==> config.mk <==
export PLATFORM = sky130hd
export DESIGN_NAME = gray_sync_decoder_flat
export DESIGN_NICKNAME = d
export VERILOG_FILES = /design/src/rtl/gray_sync_decoder_pkg.sv /design/src/rtl/gray_sync_decoder_if.sv /design/src/rtl/gray_sync_decoder_sync.sv /design/src/rtl/gray_sync_decoder.sv /design/src/flat_wrapper.sv
export SDC_FILE = /design/constraint.sdc
export NUM_CORES = 1
export LEC_CHECK = 0
export ABC_CLOCK_PERIOD_IN_PS = 5500
export BUFFER_PORTS_ARGS = -buffer_cell sky130_fd_sc_hd__buf_2
export CAP_MARGIN = 20
export CORE_UTILIZATION = 50
export CTS_BUF_LIST = sky130_fd_sc_hd__clkbuf_8
export DETAILED_ROUTE_END_ITERATION = 6
export PLACE_DENSITY = 0.69
export SLEW_MARGIN = 20
export SYNTH_ARGS = -nofsm -noshare
export SYNTH_HDL_FRONTEND = slang
export SYNTH_HIERARCHICAL = 1
export SYNTH_SLANG_ARGS = --single-unit
==> constraint.sdc <==
create_clock -name i_clk -period 5.5 [get_ports i_clk]
set_input_delay 1.375 -clock i_clk [delete_from_list [all_inputs] [get_ports i_clk]]
set_output_delay 1.375 -clock i_clk [all_outputs]
set_load 0.05 [all_outputs]
==> src/rtl/gray_sync_decoder_pkg.sv <==
// Shared gray-code helpers for both ends of the gray CDC path.
// Holds the code conversions, a popcount for step checking, and the
// decoder FSM state encoding. Functions work on up to 32-bit values;
// narrower callers zero-extend on the way in and truncate on the way out.
package gray_cdc_pkg;

    localparam int GRAY_MAX_W = 32;

    typedef enum logic {
        ST_INIT = 1'b0,
        ST_RUN  = 1'b1
    } state_t;

    function automatic logic [GRAY_MAX_W-1:0] bin2gray(input logic [GRAY_MAX_W-1:0] bin);
        return bin ^ (bin >> 1);
    endfunction

    // Zero upper bits contribute nothing to the prefix XOR, so narrow codes
    // decode correctly when zero-extended.
    function automatic logic [GRAY_MAX_W-1:0] gray2bin(input logic [GRAY_MAX_W-1:0] gray);
        logic [GRAY_MAX_W-1:0] bin;
        bin[GRAY_MAX_W-1] = gray[GRAY_MAX_W-1];
        for (int i = GRAY_MAX_W - 2; i >= 0; i--) begin
            bin[i] = bin[i+1] ^ gray[i];
        end
        return bin;
    endfunction

    function automatic logic [5:0] popcount(input logic [GRAY_MAX_W-1:0] v);
        logic [5:0] cnt;
        cnt = '0;
        for (int i = 0; i < GRAY_MAX_W; i++) begin
            cnt = cnt + {5'd0, v[i]};
        end
        return cnt;
    endfunction

endpackage

==> src/rtl/gray_sync_decoder_if.sv <==
// Bus between a gray-code source and the gray sync decoder.
// The decoder takes the slave side; whoever drives the gray value and
// consumes the decoded result takes the master side.
interface gray_sync_decoder_if #(
    parameter int WIDTH = 4
);
    logic [WIDTH-1:0] i_gray_async;
    logic [WIDTH-1:0] o_bin;
    logic             o_bin_vld;
    logic [WIDTH-1:0] o_delta;
    logic             o_err;
    logic             o_err_sticky;

    modport master (
        output i_gray_async,
        input  o_bin, o_bin_vld, o_delta, o_err, o_err_sticky
    );

    modport slave (
        input  i_gray_async,
        output o_bin, o_bin_vld, o_delta, o_err, o_err_sticky
    );
endinterface

==> src/rtl/gray_sync_decoder_sync.sv <==
// Plain multi-flop synchroniser chain, reset to zero.
// Generic enough to reuse on any CDC path; carries no knowledge of gray codes.
module sync_ff_chain #(
    parameter int WIDTH       = 4,
    parameter int SYNC_STAGES = 2
) (
    input  logic             clk,
    input  logic             rst,
    input  logic [WIDTH-1:0] d,
    output logic [WIDTH-1:0] q
);

    logic [WIDTH-1:0] sync_q [SYNC_STAGES];
    logic [WIDTH-1:0] sync_d [SYNC_STAGES];

    // Each stage takes the one before it; stage 0 samples the async input.
    always_comb begin
        sync_d[0] = d;
        for (int k = 1; k < SYNC_STAGES; k++) begin
            sync_d[k] = sync_q[k-1];
        end
    end

    // Register the chain, flushing every stage to zero on reset.
    always_ff @(posedge clk) begin
        if (rst) begin
            for (int k = 0; k < SYNC_STAGES; k++) begin
                sync_q[k] <= '0;
            end
        end else begin
            for (int k = 0; k < SYNC_STAGES; k++) begin
                sync_q[k] <= sync_d[k];
            end
        end
    end

    assign q = sync_q[SYNC_STAGES-1];

endmodule

==> src/rtl/gray_sync_decoder.sv <==
// Receive side of a gray-code CDC path: synchronises a gray count from a
// slower domain, decodes it to binary and reports every new value with a
// one-cycle valid pulse and its modular step size.
// Optional macro GRAY_CHECK_EN: flags multi-bit gray changes on o_err /
// o_err_sticky and discards them; without it those outputs are tied low.
module gray_sync_decoder
    import gray_cdc_pkg::*;
#(
    parameter int WIDTH       = 4,
    parameter int SYNC_STAGES = 2
) (
    input logic                 i_clk,
    input logic                 i_rst,
    gray_sync_decoder_if.slave  bus
);

    localparam logic [2:0] FILL_LAST = 3'(SYNC_STAGES);

    logic [WIDTH-1:0] g_s;
    logic [WIDTH-1:0] g_dec;
    logic             step_ok;

    state_t           state_q, state_d;
    logic [2:0]       fill_cnt_q, fill_cnt_d;
    logic [WIDTH-1:0] prev_gray_q, prev_gray_d;
    logic [WIDTH-1:0] bin_q, bin_d;
    logic             bin_vld_q, bin_vld_d;
    logic [WIDTH-1:0] delta_q, delta_d;
`ifdef GRAY_CHECK_EN
    logic             err_q, err_d;
    logic             err_sticky_q, err_sticky_d;
`endif

    sync_ff_chain #(
        .WIDTH       (WIDTH),
        .SYNC_STAGES (SYNC_STAGES)
    ) u_sync (
        .clk (i_clk),
        .rst (i_rst),
        .d   (bus.i_gray_async),
        .q   (g_s)
    );

    assign g_dec = WIDTH'(gray2bin(GRAY_MAX_W'(g_s)));

    // A change is acceptable unless checking is on and more than one bit moved.
    always_comb begin
`ifdef GRAY_CHECK_EN
        step_ok = (popcount(GRAY_MAX_W'(g_s ^ prev_gray_q)) <= 6'd1);
`else
        step_ok = 1'b1;
`endif
    end

    // INIT waits out the reset-flushed sync chain and loads silently; RUN
    // reports each new synchronised value once.
    always_comb begin
        state_d     = state_q;
        fill_cnt_d  = fill_cnt_q;
        prev_gray_d = prev_gray_q;
        bin_d       = bin_q;
        bin_vld_d   = 1'b0;
        delta_d     = delta_q;
`ifdef GRAY_CHECK_EN
        err_d        = 1'b0;
        err_sticky_d = err_sticky_q;
`endif
        case (state_q)
            ST_INIT: begin
                if (fill_cnt_q == FILL_LAST) begin
                    bin_d       = g_dec;
                    prev_gray_d = g_s;
                    state_d     = ST_RUN;
                end else begin
                    fill_cnt_d = fill_cnt_q + 3'd1;
                end
            end
            ST_RUN: begin
                if (g_s != prev_gray_q) begin
                    if (step_ok) begin
                        bin_d       = g_dec;
                        delta_d     = g_dec - bin_q;
                        bin_vld_d   = 1'b1;
                        prev_gray_d = g_s;
                    end
`ifdef GRAY_CHECK_EN
                    else begin
                        err_d        = 1'b1;
                        err_sticky_d = 1'b1;
                    end
`endif
                end
            end
        endcase
    end

    // State and registered outputs, all cleared by synchronous reset.
    always_ff @(posedge i_clk) begin
        if (i_rst) begin
            state_q      <= ST_INIT;
            fill_cnt_q   <= '0;
            prev_gray_q  <= '0;
            bin_q        <= '0;
            bin_vld_q    <= 1'b0;
            delta_q      <= '0;
`ifdef GRAY_CHECK_EN
            err_q        <= 1'b0;
            err_sticky_q <= 1'b0;
`endif
        end else begin
            state_q      <= state_d;
            fill_cnt_q   <= fill_cnt_d;
            prev_gray_q  <= prev_gray_d;
            bin_q        <= bin_d;
            bin_vld_q    <= bin_vld_d;
            delta_q      <= delta_d;
`ifdef GRAY_CHECK_EN
            err_q        <= err_d;
            err_sticky_q <= err_sticky_d;
`endif
        end
    end

    assign bus.o_bin     = bin_q;
    assign bus.o_bin_vld = bin_vld_q;
    assign bus.o_delta   = delta_q;
`ifdef GRAY_CHECK_EN
    assign bus.o_err        = err_q;
    assign bus.o_err_sticky = err_sticky_q;
`else
    assign bus.o_err        = 1'b0;
    assign bus.o_err_sticky = 1'b0;
`endif

endmodule

==> src/flat_wrapper.sv <==
// flat-port wrapper written by rule: the top's interface ports become plain ports
module gray_sync_decoder_flat import gray_cdc_pkg::*;
#(
    parameter int WIDTH       = 4,
    parameter int SYNC_STAGES = 2
)
  (i_clk, i_rst, bus_i_gray_async, bus_o_bin, bus_o_bin_vld, bus_o_delta, bus_o_err, bus_o_err_sticky);
  gray_sync_decoder_if #(.WIDTH(WIDTH)) bus_i ();
  input logic i_clk;
  input logic i_rst;
  input wire logic [$bits(bus_i.i_gray_async)-1:0] bus_i_gray_async;
  output wire logic [$bits(bus_i.o_bin)-1:0] bus_o_bin;
  output wire logic [$bits(bus_i.o_bin_vld)-1:0] bus_o_bin_vld;
  output wire logic [$bits(bus_i.o_delta)-1:0] bus_o_delta;
  output wire logic [$bits(bus_i.o_err)-1:0] bus_o_err;
  output wire logic [$bits(bus_i.o_err_sticky)-1:0] bus_o_err_sticky;
  assign bus_i.i_gray_async = bus_i_gray_async;
  assign bus_o_bin = bus_i.o_bin;
  assign bus_o_bin_vld = bus_i.o_bin_vld;
  assign bus_o_delta = bus_i.o_delta;
  assign bus_o_err = bus_i.o_err;
  assign bus_o_err_sticky = bus_i.o_err_sticky;
  gray_sync_decoder #(.WIDTH(WIDTH), .SYNC_STAGES(SYNC_STAGES)) u_core (.i_clk(i_clk), .i_rst(i_rst), .bus(bus_i));
endmodule
=== Word-level counts from Yosys, hierarchy flattened ===
Memories as Yosys holds them, arrays and structs flattened.
Index checks and enable logic that the tools add are counted.

* Equal/unequal tests: 4
* Add/sub/neg operators: 2
* Bitwise gates (word level): 7
* Mux-type cells: 14
* Reductions and logical operators: 4

{| class="wikitable"
|+ Operators by type and width
! kind !! number
|-
| $mux 4 || 6
|-
| $pmux 4 s2 || 2
|-
| $mux 1 || 6
|-
| $reduce_and 2->1 || 3
|-
| $ne 4x4->1 || 1
|-
| $sub 4x4->4 || 1
|-
| $add 3x1->3 const B || 1
|-
| $eq 3x2->1 const B || 1
|-
| $xor 1x1->1 || 3
|-
| $ne 2x1->1 const B || 1
|-
| $ne 2x2->1 const B || 1
|-
| $not 1->1 || 2
|-
| $or 1x1->1 || 2
|-
| $reduce_or 2->1 || 1
|}

* Output and inout port bits: 11
* Word-level logic and storage cells: 38
* Bits in writable memories: 8
* Register bits after elaboration: 17
* Memories: 1

{| class="wikitable"
|+ Memory list
! memory !! words !! bits a word !! read ports !! clocked after Yosys merged registers in !! write ports !! RTL line !! source
|-
| u_core.u_sync.sync_q || 2 || 4 || 2 || 0 || 2 || gray_sync_decoder_sync.sv:13 || <nowiki>logic [WIDTH-1:0] sync_q [SYNC_STAGES];</nowiki>
|}

=== Longest topological paths before layout ===
An unclocked memory read counts as a cell.

* Word-level depth: 6
* Depth in mapped cells: 7
* Mapped depth without buffers: 7

=== By module ===
The synthesis kept the hierarchy.

{| class="wikitable"
|+ By module, submodules not included
! module !! cells each !! area an instance (um^2) !! seq. area each (um^2) !! instances
|-
| gray_sync_decoder || 94 || 874.6 || 320.3 || 1
|-
| sync_ff_chain || 16 || 210.2 || 160.2 || 1
|}

=== Least setup slack after synthesis ===
Ideal clock, no wire load.

* Path kind: input-to-reg
* Start point: in i_rst
* End point: reg u_core.bin_vld_q, in the netlist u_core/bus.o_bin_vld
* Setup slack: 3.380 ns
* Data arrival time: 1.992 ns
* Stages: 3
* Buffers on the path: 2
* Setup time: 0.128 ns
* Cells stage by stage: clkbuf_1 -> buf_1 -> nor2_1

* Word-level cells in the longest chain between the ends: 1

{| class="wikitable"
|+ RTL lines
! element !! RTL line !! source
|-
| start, declared || flat_wrapper.sv:10 || <nowiki>input logic i_rst;</nowiki>
|-
| $reduce_or 2->1 (no source line) || -- ||
|-
| end signal, assigned || gray_sync_decoder.sv:115 || <nowiki>bin_vld_q <= bin_vld_d;</nowiki>
|-
| end, declared || gray_sync_decoder.sv:27 || <nowiki>logic bin_vld_q, bin_vld_d;</nowiki>
|}

Every way passes these cells.
A chain may end at the register's enable or synchronous reset.

=== Worst setup path in the final report ===
* Start point: reg u_core.bin_q[1], in the netlist u_core/bus.o_bin[1]
* End point: out bus_o_bin[1]

{| class="wikitable"
|+ RTL lines
! element !! RTL line !! source
|-
| start, declared || gray_sync_decoder.sv:26 || <nowiki>logic [WIDTH-1:0] bin_q, bin_d;</nowiki>
|-
| start signal, assigned || gray_sync_decoder.sv:114 || <nowiki>bin_q <= bin_d;</nowiki>
|-
| end, declared || flat_wrapper.sv:12 || <nowiki>output wire logic [$bits(bus_i.o_bin)-1:0] bus_o_bin;</nowiki>
|}

No word-level cell between the ends.

==> summary.md <==
| Metric | Value |
|---|---|
| Status | `complete, no violations` |
| Yosys reg bits | `24` |
| Number of setup violations in the final report | `0` |
| Row Count | `16` |
| Worst Path Class, Setup | `reg -> out` |
| CTS Sinks | `24` |
| Vias in the first global route | `slightly above 700` |
| Clock tree buffer depth | `2` |
| Port Buffer Count | `14` |
| I/O pin count | `17` |
| Max_cap viols | `0` |
| Worst hold margin | `~0.44 ns` |
| Worst-Margin Slew | `around 0.64 ns` |
| Min Tclk post-route | `~2.3 ns` |
| N_diodes | `0` |
| Cell chain of the critical path | `buf_2` |
| Class of the worst hold path | `reg -> reg` |
| Post-CTS Resized | `0` |
| Worst EP required | `4.12 ns` |
| Initial drt markers | `4` |
| Largest net degree at the start of global routing | `26` |
| Total power | `between 500 and 600 µW` |
| TritonCTS Buffers | `3` |
| Clock Latency Late Sink | `roughly 0.26 ns` |
| Clock Skew | `roughly 0.0008 ns` |
| Peak VDD IR | `250 µV` |
| Post-synth EDFFs | `0` |
| Max-slew violations | `0` |
| Final cycle utilization of the critical path | `between 40 and 50%` |
| Peak Freq | `roughly 430 MHz` |
| TritonCTS clock tree | `yes` |
| GR Util met2 | `26.5%` |
| First-pass GRT wire length | `2.82 mm` |
| Clock-pin slew on the worst setup and hold paths | `approximately 0.07 ns` |
| Max-slew headroom | `approximately 57%` |
| GRT Total Usage | `between 10% and 20%` |
| Post-Route Setup TNS | `0 ns` |
| Buffers & Inverters on Critical Path | `1` |
| Crit-path max FO | `4` |
| DRC | `0` |
| Worst path arrival time | `roughly 0.95 ns` |
| Distinct cells, synth | `31` |
| Die Span X | `48.6 µm` |
| # H-tree levels | `1` |
| Post-DP HPWL | `1.21 mm` |
| Hold-fix buffers, CTS | `0` |
| Pleak | `about 0.00052 µW` |
| Starting Density | `a little over half` |
| CP Capture Type | `primary output` |
| TritonRoute pass-1 iters | `4` |
| Met3 Resource Use GR | `under 10%` |
| Met1 GRT Util | `approximately 18%` |
| Core area | `approximately 2000 µm²` |
| RSZ-0062 raised after global routing | `no` |
| Vias | `between 700 and 800` |
| Synthesis Warnings | `6` |
| Most Crowded Layer GR | `met2` |
| CTS root buf | `clkbuf_8` |
| Final ANT Viol Nets | `0` |
| Die area | `roughly 2400 µm²` |
| Antenna violations before repair | `0` |
| CP max stage delay | `~0.40 ns` |
| Synth async-reset ratio | `0%` |
| Most used DFF post-synth | `dfxtp_1` |
| Die Height | `approximately 49 µm` |
| Final GP Congestion | `approximately 0.72` |
| Delay-heaviest family, CP | `flip-flops` |
| Layout area overhead | `10.2%` |
| Syn Std Cell Area | `1080 µm²` |
| Fin. Hold Viols | `0` |
| Nets | `between 100 and 150` |
| Syn Area/Cell | `9.86 µm²` |
| Via-to-Cell Ratio | `around 5` |
| Critical Path Source Type | `flip-flop` |
| Critical-path top delay cell | `dfxtp_1` |
| Gate Count Post-Synth | `110` |
| GRT overflow | `0` |
| Routed wire length | `roughly 1.6 mm` |
| Setup Fix Bufs, Post-CTS | `0` |
| Share of layout cells above drive strength 1 | `between 15 and 20%` |
| Sequential fraction of the synthesis area | `44.3%` |
| Routed len/inst | `approximately 11 µm` |
| Pwr dens | `432 nW/µm²` |
-- cells in the mapped netlist (2+ instances only) --
library cell,number,area [µm²]
ha_1,5,62.6
nor2_1,9,33.8
and3_1,2,12.5
o21ai_1,5,25.0
inv_1,7,26.3
nor2b_1,10,62.6
nand3_1,5,25.0
dfxtp_1,24,480
a21oi_1,10,50.1
a211oi_2,3,37.5
buf_4,3,22.5
xor2_1,6,52.6
nand2_1,2,7.51
xnor2_1,2,17.5
-- worst paths after layout --
check / from / endpoint / slack (ns) / cells past startpoint
hold reg to reg: u_core/u_sync/sync_q[0][0]$_SDFF_PP0_ / u_core/u_sync/sync_q[0][4]$_SDFF_PP0_ / 0.44 / 1
hold / removal: u_core/u_sync/sync_q[0][0]$_SDFF_PP0_ / u_core/u_sync/sync_q[0][4]$_SDFF_PP0_ / 0.44 / 1
setup reg to reg: u_core/u_sync/sync_q[0][7]$_SDFF_PP0_ / u_core/bus.o_delta[2]$_SDFFE_PP0P_ / 3.38 / 7
setup / recovery: u_core/bus.o_bin[1]$_SDFFE_PP0P_ / bus_o_bin[1] / 3.17 / 1
-- routing by layer --
metal	up-vias	part of all wire, %
met2	14	47
li1	392	-
met4	0	1.4
met3	2	2.8
met5	-	0
met1	329	49
-- logic make-up (layout without fill, tap and decap cells) --
logic type | after synthesis | count (layout) | synth area share, %
compound gates | 24 | 24 | 15.7
buf+inv | 14 | 25 | 6.69
simple gates | 32 | 32 | 16.8
other cells | 1 | 2 | 0.346
xor+xnor | 9 | 9 | 8.54
flops | 24 | 24 | 44.3
fa+ha+maj | 6 | 6 | 7.61
-- registers in the layout (all words and copies together), names as in the netlist --
name	count
u_core/fill_cnt_q	3
u_core/u_sync/sync_q	8
u_core/bus.o_delta	4
u_core/bus.o_bin_vld	1
u_core/prev_gray_q	4
u_core/state_q	1
u_core/bus.o_bin	3
-- cell usage in the layout (no fill, tap or decap), drive strengths merged, types with 3 or more instances in the layout --
master | Yosys | layout
dfxtp | 24 | 24
buf | 6 | 15
a21oi | 10 | 10
nor2b | 10 | 10
nor2 | 9 | 9
inv | 7 | 7
xor2 | 6 | 6
nand3 | 6 | 6
o21ai | 6 | 6
ha | 5 | 5
a211oi | 4 | 4
clkbuf | 1 | 3
nand2 | 3 | 3
-- layout make-up --
class,count,area [µm²]
Inverter,7,26.3
Tap cell,27,33.8
Sequential cell,24,480
Multi-Input combinational cell,73,536
Fill cell,183,807
Clock buffer,3,41.3
Timing Repair Buffer,15,77.6
-- where the power goes --
part	internal, µW	switching, µW	total [µW]	leakage, µW
sequential	200	18.6	219	0.000197
combinational	70.3	129	199	0.000306
clock	48.9	49.9	98.8	0.0000216
total	319	197	516	0.000524
-- per-stage QoR --
stage / std cells / util, % / setup slack, ns / area [µm²]
floorplan: 111 / - / 3.38 / 1090
global placement: 145 / 57.3 / 3.34 / 1150
detailed placement: 146 / 57.6 / 3.36 / 1150
CTS: 149 / 59.7 / 3.16 / 1190
global route: 149 / 59.7 / 3.13 / 1190
finish: 149 / 59.7 / 3.17 / 1190
Note: power is estimated with default switching activity, not from simulation.
